### src/rtl/gf_pkg.sv
// Shared constants and state type for the GF(2^m) arithmetic blocks.
package gf_pkg;

    localparam int unsigned GF_M            = 16;
    localparam int unsigned GF_CNT_W        = $clog2(GF_M);
    // x^16 + x^5 + x^3 + x + 1, x^16 term implicit
    localparam logic [GF_M-1:0] GF_POLY_DEFAULT = 16'h002B;

    typedef enum logic [1:0] {
        IDLE = 2'd0,
        RUN  = 2'd1,
        DONE = 2'd2
    } gf_state_e;

endpackage : gf_pkg

### src/rtl/gf_xtime.sv
// Combinational multiply-by-x in GF(2^M): y = a*x mod (x^M + g).
// Ports:
//   a : operand, a[1] is the x^0 coefficient
//   g : reduction polynomial without the x^M term, g[1] is x^0
//   y : a*x reduced
module gf_xtime
    import gf_pkg::*;
#(
    parameter int unsigned M = GF_M
) (
    input  logic [M:1] a,
    input  logic [M:1] g,
    output logic [M:1] y
);

    // Shift toward higher degree; the x^M term that falls off folds back as g.
    assign y = {a[M-1:1], 1'b0} ^ ({M{a[M]}} & g);

endmodule : gf_xtime

### src/rtl/gf_lsb_serial_mult.sv
// Bit-serial GF(2^M) multiplier, multiplier operand scanned LSB-first.
// One multiplier bit per cycle: conditionally accumulate A, then A <= A*x mod g.
// Ports:
//   clk, rst_n          : clock, async active-low reset
//   in_valid / in_ready : operand handshake (in_ready high only in IDLE)
//   a, b, g             : multiplicand, multiplier, reduction poly (bit 1 = x^0)
//   out_valid/out_ready : result handshake (out_valid high only in DONE)
//   p                   : a*b mod (x^M + g), held until the next completion
module gf_lsb_serial_mult
    import gf_pkg::*;
#(
    parameter int unsigned M = GF_M
) (
    input  logic       clk,
    input  logic       rst_n,
    input  logic       in_valid,
    output logic       in_ready,
    input  logic [M:1] a,
    input  logic [M:1] b,
    input  logic [M:1] g,
    output logic       out_valid,
    input  logic       out_ready,
    output logic [M:1] p
);

    localparam int unsigned CNT_W = (M > 1) ? $clog2(M) : 1;
    localparam logic [CNT_W-1:0] CNT_LAST = CNT_W'(M - 1);

    gf_state_e       state_q, state_d;
    logic [M:1]      a_q, a_d;
    logic [M:1]      b_q, b_d;
    logic [M:1]      g_q, g_d;
    logic [M:1]      acc_q, acc_d;
    logic [M:1]      p_q, p_d;
    logic [CNT_W-1:0] cnt_q, cnt_d;

    logic [M:1]      a_xt;
    logic [M:1]      acc_next;

    gf_xtime #(.M(M)) u_xtime (
        .a (a_q),
        .g (g_q),
        .y (a_xt)
    );

    // Partial product for the current multiplier bit.
    assign acc_next = acc_q ^ ({M{b_q[1]}} & a_q);

    // State and datapath registers.
    always_ff @(posedge clk or negedge rst_n) begin
        if (!rst_n) begin
            state_q <= IDLE;
            a_q     <= '0;
            b_q     <= '0;
            g_q     <= '0;
            acc_q   <= '0;
            p_q     <= '0;
            cnt_q   <= '0;
        end else begin
            state_q <= state_d;
            a_q     <= a_d;
            b_q     <= b_d;
            g_q     <= g_d;
            acc_q   <= acc_d;
            p_q     <= p_d;
            cnt_q   <= cnt_d;
        end
    end

    // Next-state and datapath update.
    always_comb begin
        state_d = state_q;
        a_d     = a_q;
        b_d     = b_q;
        g_d     = g_q;
        acc_d   = acc_q;
        p_d     = p_q;
        cnt_d   = cnt_q;

        unique case (state_q)
            IDLE: begin
                if (in_valid) begin
                    a_d     = a;
                    b_d     = b;
                    g_d     = g;
                    acc_d   = '0;
                    cnt_d   = '0;
                    state_d = RUN;
                end
            end
            RUN: begin
                acc_d = acc_next;
                a_d   = a_xt;
                b_d   = b_q >> 1;
                cnt_d = cnt_q + CNT_W'(1);
                if (cnt_q == CNT_LAST) begin
                    // Last multiplier bit: publish result, park the counter.
                    p_d     = acc_next;
                    cnt_d   = '0;
                    state_d = DONE;
                end
            end
            DONE: begin
                if (out_ready) begin
                    state_d = IDLE;
                end
            end
            default: begin
                state_d = IDLE;
            end
        endcase
    end

    // Handshake flags are direct decodes of the state register.
    assign in_ready  = (state_q == IDLE);
    assign out_valid = (state_q == DONE);
    assign p         = p_q;

endmodule : gf_lsb_serial_mult

### config.mk
export PLATFORM = sky130hd
export DESIGN_NAME = gf_lsb_serial_mult
export DESIGN_NICKNAME = d
export VERILOG_FILES = /design/src/rtl/gf_pkg.sv /design/src/rtl/gf_xtime.sv /design/src/rtl/gf_lsb_serial_mult.sv
export SDC_FILE = /design/constraint.sdc
export NUM_CORES = 1
export LEC_CHECK = 0
export CORE_MARGIN = 2
export CORE_UTILIZATION = 57
export DETAILED_ROUTE_END_ITERATION = 12
export PLACE_DENSITY = 0.85
export SLEW_MARGIN = 20
export SYNTH_ARGS = -nofsm -noshare
export SYNTH_HDL_FRONTEND = slang
export SYNTH_HIERARCHICAL = 1
export SYNTH_SLANG_ARGS = --single-unit
### constraint.sdc
create_clock -name clk -period 3.95 [get_ports clk]
set_clock_uncertainty 0.1 [all_clocks]
set_input_delay 0.79 -clock clk [delete_from_list [all_inputs] [get_ports clk]]
set_output_delay 0.79 -clock clk [all_outputs]
set_load 0.02 [all_outputs]
==> results.json <==
{
  "r2r_end": "p[15]",
  "post-cts-setup-buffers": 0,
  "ys_ff_latch": 86,
  "synth_fp_nets": 468,
  "wl_per_cell_um": 15.1,
  "cts_hold_buf": 0,
  "rsz0062_at_grt": "no",
  "grtUsageTotal": 0.224,
  "hpwl_um": 5760,
  "p_sw_mw": 1.27,
  "cts_tree": "done",
  "ys_warn_count": 6,
  "setup_viol": 0,
  "drive_gt1_frac": 0.0975,
  "slew_headroom": 0.487,
  "synthMuxAreaShare": 0.0492,
  "synth_top_family_by_area": "compound AO/OA/AOI/OAI gates",
  "num_rows": 31,
  "fp.dieH_um": 89.8,
  "dpl.cell_count": 555,
  "crit_type": "flop to output pin",
  "fin_cells": 571,
  "drt-initial-drc-count": 281,
  "power.internal_mw": 2.34,
  "drv_cap": 0,
  "numCtsBuffers": 9,
  "htreeDepth": 3,
  "fin_crit_ns": 2.83,
  "nNetsFinal": 520,
  "synth_area_um2": 4190,
  "num_vias": 3163,
  "first_pass_iters": 7,
  "synthSimpleGateAreaFrac": 0.142,
  "synth_edf_count": 0,
  "worst_pin_slew_ns": 0.770,
  "synth_adder_area_share": 0.00298,
  "clock_power_share": 0.207,
  "syn_avg_cell_area_um2": 10.1,
  "yosysUniqueCellTypes": 34,
  "synth_xor_area_frac": 0.0648,
  "outcome": "complete, no violations",
  "met3_usage": 0.0268,
  "endpoint_kind": "output pin",
  "clockBufferDepth": 2,
  "grt_max_degree": 87,
  "crit_fanout": 17,
  "swShare": 0.351,
  "die-area_um2": 8060,
  "cellPowerDensity_nw_per_um2": 707,
  "ys.flop_type": "dfrtp_1",
  "fin_tns_setup_ns": 0,
  "antenna_found_initial": 0,
  "pwr-share-seq": 0.440,
  "rr_startpoint": "state_q[1]",
  "area_delta_synth_final_pct": 21.9,
  "yosysSeqAreaShare": 0.513,
  "finalMaxSlewViolations": 0,
  "synth_compound_area_frac": 0.178,
  "async_flop_share": 1.00,
  "start_kind": "flop",
  "fmax_mhz": 353,
  "postRouteWirelength_um": 8640,
  "drcViolationCount": 0,
  "clockRootBuffer": "clkbuf_8",
  "post-route-util": 0.712,
  "p_leak_nw": 2.16,
  "busiest_layer": "met2",
  "pwr-share-comb": 0.353,
  "hold_violations": 0,
  "cts_resized": 0,
  "whs_ns": 0.384,
  "portBuffers": 69,
  "hp-class": "input port to async pin",
  "cp.arrival_ns": 1.94,
  "syn_inst": 415,
  "rrSetupSlack_ns": 1.64,
  "path_clk_slew_ns": 0.08,
  "coreArea_um2": 7180,
  "gr-total-overflow": 0,
  "globalplace.congestion": 0.767,
  "ios": 70,
  "ant_nets": 0,
  "ir_worst_vdd_mv": 0.339,
  "use_met1": 0.320,
  "clkSinkCount": 86,
  "grt_pass1_wl_um": 14700,
  "ff2ff_path_depth": 4,
  "grt_util_met2": 0.358,
  "finalCritPeriodShare": 0.718,
  "die_x_um": 89.8,
  "insertion_delay_ns": 0.34,
  "worstPathRequired_ns": 3.06,
  "grt_pass1_vias": 3059,
  "viasPerCell": 5.54,
  "start_util": 0.584,
  "antenna_cells": 0
}
==> how the worst max path moves through the flow <==
stage	startpoint	to	cells past startpoint
floorplan	state_q[0]	out_valid	3
global placement	in_valid	g_q[8]	4
detailed placement	in_valid	g_q[7]	4
CTS	state_q[1]	out_valid	2
global route	state_q[1]	out_valid	2
finish	state_q[1]	out_valid	2
==> cell families after synthesis <==
family / Yosys count
AO/OA/AOI/OAI: 131
AND/OR/NAND/NOR: 114
flip-flops: 86
buffers and inverters: 36
XOR/XNOR: 31
multiplexers: 16
adder cells (fa/ha/maj): 1
==> synth_stat cells (2+ instances only) <==
library cell,count,area (um^2)
nor2b_4,2,27.5
and3b_1,16,140
mux2_2,9,101
a22oi_1,15,113
dfrtp_1,86,2150
nand2b_1,2,12.5
inv_1,2,7.51
buf_2,11,55.1
clkbuf_1,16,60.1
buf_6,3,33.8
nor2b_1,14,87.6
a21oi_1,29,145
nand2_1,68,255
o31ai_1,16,120
o21ai_0,65,325
mux2_4,7,105
xor2_1,16,140
nand3_1,3,15.0
nand2_2,4,25.0
buf_12,2,40.0
o21ai_1,2,10.0
xnor2_1,15,131
==> metal layers <==
metal	share of wire	vias to the layer above
met2	0.49	91
met5	0	-
met1	0.45	1522
met3	0.039	16
met4	0.017	0
li1	-	1534
==> metrics by stage <==
stage / setup slack [ns] / total power, mW / cell area (um^2)
4_1_cts: 1.10 / 3.62 / 5100
2_1_floorplan: 2.05 / 2.50 / 4190
3_5_place_dp: 1.15 / 2.86 / 4850
3_3_place_gp: 1.18 / 2.78 / 4850
6_report: 1.12 / 3.61 / 5110
5_1_grt: 1.03 / 3.86 / 5110
==> state kept, by name (all words and copies together), names as in the netlist <==
signal   cells
b_q         16
state_q      2
g_q         16
cnt_q        4
acc_q       16
a_q         16
p           16
==> cell usage in the layout (no fill, tap or decap), drive strengths merged <==
cell type,n
nand3,3
xnor2,15
and2b,1
or3,1
o2bb2ai,1
nor2b,16
buf,7
inv,2
and3b,16
o211ai,1
bufinv,3
nand2b,2
xor2,16
o31ai,16
a22oi,15
ha,1
o21bai,1
and2,1
a21oi,29
a22o,1
nand2,72
clkdlybuf4s50,68
mux2,16
o21ai,67
nor3b,1
clkbuf,13
dfrtp,86
nor2,1
==> power by group through the flow <==
| stage | logic [mW] | registers (mW) | clock network (mW) |
|---|---|---|---|
| final | 1.28 | 1.59 | 0.747 |
| after global routing | 1.43 | 1.64 | 0.788 |
| after CTS | 1.28 | 1.58 | 0.756 |
| after detailed placement | 1.26 | 1.59 | 0 |
| after global placement | 1.21 | 1.57 | 0 |
| after floorplan | 0.988 | 1.51 | 0 |
==> cell type report <==
class | count | area (um^2)
Clock buffer | 13 | 159
Tap cell | 99 | 124
Multi-Input combinational cell | 293 | 1840
Sequential cell | 86 | 2150
Clock inverter | 3 | 90.1
Inverter | 2 | 7.51
Fill cell | 514 | 2070
Timing Repair Buffer | 75 | 737
==> worst max-delay path: stages (launching register included) <==
cell and delay [ns]:
dfrtp_1 0.73, nor2b_1 0.24, clkdlybuf4s50_1 0.63
(Power assumes the default switching activity.)
==> variant 1, RTL diff (config.mk and constraints unchanged) <==
Re-encode `gf_state_e` (3 states) as one-hot, 3 bits wide.
--- a/src/rtl/gf_pkg.sv
+++ b/src/rtl/gf_pkg.sv
@@ -8,6 +8,6 @@
 
-    typedef enum logic [1:0] {
-        IDLE = 2'd0,
-        RUN  = 2'd1,
-        DONE = 2'd2
+    typedef enum logic [2:0] {
+        IDLE = 3'b001,
+        RUN  = 3'b010,
+        DONE = 3'b100
     } gf_state_e;
Check against the original RTL: no difference found for any inputs over 10 cycles, from zero or initial values and one cycle with rst_n low; not proved beyond that.
==> variant 1 against the unedited design <==
- area after synthesis shrank 3.3%
- power shrank 6.5%
- routed wire length down 3.7%
- worst setup slack better by 0.12 ns
- cell area decreased by 2.5%
- sequential cell count is 1 higher
- final cell count increased by 2.3%
- synthesized cell count increased by 4.3%
- highest routed layer unchanged
==> variant 1: results (changes against the unedited design) <==
status finished, final reports clean; Hold Crit Class input pin to asynchronous set/reset pin; leakage 2.21 nW (+2.3%); met1 WL 3.83 mm (-2.1%); routed wire length 8.32 mm (-3.7%); global-route wire length before repair 14.1 mm (-4.3%); clock-cell share of area 4.75% (-0.13 points); Top Family by Delay on Critical Path buffers and inverters; register area 2180 um^2 (+1.2%); post-synthesis mux area share 0% (-4.9 points); drt pass-1 iters 5 (-2); Total GRT Usage 23.4% (+1.1 points); multi-input logic area 1700 um^2 (-7.4%); NetSw 1.25 mW (-1.4%); Post-Synth XOR/XNOR Area 6.70% (+0.22 points); gpl congestion 0.831 (+8.3%); grt met2 use 34.8% (-1.0 points); total sequential power 1.50 mW (-6%); PD cells 678 nW/um^2 (-4.0%); Nets 536 (+3.1%); Synth area leaders dfrtp_1 (53%), nand2_1 (13%), a31oi_1 (4.8%), o2bb2ai_1 (3.7%), xor2_1 (3.5%); Clock Sinks 87 (+1.2%); Multi-In Gates 311 (+6.1%); register area share after synthesis 53.7% (+2.4 points); syn_nets 486 (+3.8%); DP HPWL 5.39 mm (-6.5%); Layout fillers 521 (+1.4%); Distinct cells, synth 34 (unchanged); via count of the first global-routing pass 3022 (-1.2%); share of cells above drive strength 1 7.17% (-2.6 points); average size of a mapped cell 9.36 um^2 (-7.3%); routed wl met3 319 um (-5.6%); CLK BUF 10 (-3); met1 usage in global routing 33.1% (+1.1 points); Arrival @ worst endpoint 1.82 ns (-0.12 ns); initial antenna violation count 0 (unchanged); highest routed layer met4; Via density 5.38 (-2.9%); Compound-Gate Fraction of Synth Area 15.6% (-2.2 points); GRT met3 Usage 4.10% (+1.4 points); maximum vdd ir drop 0.000351 V (+3.6%); post-placement cell count 567 (+2.2%); Synth Area in Adders 0.309% (+0.010 points); Non-clock buffer share 14.7% (+0.32 points); Crit Path Max Fanout 7 (-10); Crit path largest cell delay 0.64 ns (-0.09 ns); worst slack at placement 1.26 ns (+0.115 ns); bufs w/o clock 72 (-4.0%); Met2 Wirelength 3.94 mm (-7.0%); Worst Tran Pin Value 0.773 ns (+0.00286 ns); average wire per standard cell 14.2 um (-5.8%); DP Area 4710 um^2 (-3.0%); Starting DRT DRC Count 283 (+0.71%); largest net degree at the start of global routing 115 (+32%); top post-synthesis cells by count nand2_1 (142), dfrtp_1 (86), nor2_1 (32); core area 6830 um^2 (-4.8%); switching fraction of total power 37.1% (+1.9 points); Worst path slowest cell clkdlybuf4s50_1; logic gate share of total power 33.9% (-1.4 points)
==> variant 1: cell count changes in the layout (fill, tap and decap cells not counted), moves of 15 or more <==
cell and delta:
nand2_1 +74, nor2_1 +31, a31oi_1 +31, a22oi_1 -15, a21oi_1 -26, and3b_1 -16, o21ai_0 -48, o2bb2ai_1 +16
==> variant 1: worst paths after layout <==
| path | start | endpoint | slack (ns) | depth (start not counted) |
|---|---|---|---|---|
| hold reg to reg | g_q[10]$_DFFE_PN0P_ | g_q[10]$_DFFE_PN0P_ | 0.39 | 2 |
| setup reg to reg | state_q[1]$_DFFE_PN0P_ | cnt_q[3]$_DFFE_PN0P_ | 1.92 | 4 |
| min in group clk | g_q[10]$_DFFE_PN0P_ | g_q[10]$_DFFE_PN0P_ | 0.39 | 2 |
| max in group asynchronous | rst_n | g_q[13]$_DFFE_PN0P_ | 2.84 | 1 |
| hold / removal | rst_n | b_q[9]$_DFFE_PN0P_ | 0.36 | 1 |
| setup / recovery | state_q[0]$_DFFE_PN1P_ | in_ready | 1.24 | 2 |
==> variant 2, RTL diff (same settings) <==
Made on the original files. Set the package constant `GF_M` to 32 (it was 16).
--- a/src/rtl/gf_pkg.sv
+++ b/src/rtl/gf_pkg.sv
@@ -3,3 +3,3 @@
 
-    localparam int unsigned GF_M            = 16;
+    localparam int unsigned GF_M            = 32;
     localparam int unsigned GF_CNT_W        = $clog2(GF_M);
Ports: changed (resized a, b, g and p); port bits go from 70 to 134. The function was not compared with the original's and may differ.
==> variant 2 against the unedited design <==
- routed wire length up 120%
- sequential cell count rose by 81
- cell area rose by 95%
- worst setup slack lost 0.20 ns
- combinational power is 120% higher
- area after synthesis is 91% higher
- global-route usage rose by 4.0 points
- count of clock-buffer cells in the layout increased by 12
- power increased by 110%
- largest cell class unchanged
- largest power group unchanged
==> variant 2: results (changes against the unedited design) <==
Num CTS Buffers 17 (+8); Synth area leaders dfrtp_1 (52%), nand2_1 (8.5%), o21ai_1 (4.9%), mux2_4 (3.7%), xor2_1 (3.5%); Crit Path Max Fanout 25 (+8); Post-Synth XOR/XNOR Area 6.89% (+0.41 points); H-tree Lvls 4 (+1); drt pass-1 iters 5 (-2); Clk pin slew, worst setup/hold paths 0.06 ns (-0.02 ns); post-CTS sizing 0 (unchanged); top post-synthesis cells by count nand2_1 (181), dfrtp_1 (167), o21ai_1 (78); syn_nets 940 (+100%); maximum vdd ir drop 0.000429 V (+26%); Compound-Gate Fraction of Synth Area 15.0% (-2.8 points); met1 WL 8.22 mm (+110%); DP HPWL 11.8 mm (+100%); Met2 Wirelength 8.84 mm (+110%); average wire per standard cell 16.3 um (+7.8%); initial antenna violation count 0 (unchanged); share of cells above drive strength 1 7.60% (-2.1 points); Total GRT Usage 26.4% (+4.0 points); Mapped Cells 838 (+100%); fin crit period 3.03 ns (+0.199 ns); status finished, final reports clean; DP Area 9410 um^2 (+94%); Port Buf Inserts 133 (+93%); Arrival @ worst endpoint 2.14 ns (+0.20 ns); post-placement cell count 1108 (+100%); Clk Latency, worst-skew pair 0.43 ns (+0.09 ns); global-route wire length before repair 30.7 mm (+110%); Starting DRT DRC Count 493 (+75%); RR Endpoint a_q[17]$_DFFE_PN0P_; gpl congestion 0.831 (+8.4%); post-synthesis mux area share 5.56% (+0.64 points); cell count of the worst reg-to-reg path 5 (+1); via count of the first global-routing pass 6248 (+100%); Hold Crit Class input pin to asynchronous set/reset pin; grt met2 use 41.1% (+5.3 points); via count 6332 (+100%); clock root buffer clkbuf_16; CP Launch Point state_q[0]$_DFFE_PN0P_; asr flop ratio synth 100% (unchanged); GRT met3 Usage 6.04% (+3.4 points); R2R setup slack 1.25 ns (-0.39 ns); smallest hold slack 0.329 ns (-0.0544 ns); Layout fillers 995 (+94%); Rel. slew slack 42.7% (-5.9 points); largest net degree at the start of global routing 88 (+1.1%); met1 usage in global routing 35.9% (+3.9 points); register area share after synthesis 52.2% (+0.83 points); routed wl met3 1.09 mm (+220%); setup repair bufs after CTS 0 (unchanged); leakage 4.32 nW (+100%); Nets 1049 (+100%); Synth Area in Adders 0.312% (+0.014 points); worst slack at placement 0.804 ns (-0.345 ns)
variant 2: power by group:
group          switching [mW]  internal [mW]  total, mW
Clock                   0.656          0.884       1.54
Sequential              0.673           2.44       3.12
Combinational            1.38           1.38       2.76
Total                    2.71           4.71       7.42
variant 2: kinds of logic (layout without fill, tap and decap cells):
family,Yosys count,count (layout)
multiplexers,33,33
buffers and inverters,92,214
adder cells (fa/ha/maj),2,2
flip-flops,167,167
XOR/XNOR,63,63
AND/OR/NAND/NOR,269,269
AO/OA/AOI/OAI,212,212
variant 2: layout make-up:
type                    instances  area [um^2]  area share [%]
flip-flops and latches        167         4180            42.0
multi-input cells             579         3400            34.1
repair buffers                149         1480            14.8
well taps                     180          225            2.26
clock buffers                  25          505            5.08
inverters                      33          124            1.24
clock inverters                 7         43.8           0.440
variant 2: critical path, stage by stage (launching register included):
cell and delay, ns:
dfrtp_1 0.90, nand2b_1 0.21, inv_1 0.05, clkdlybuf4s50_1 0.54
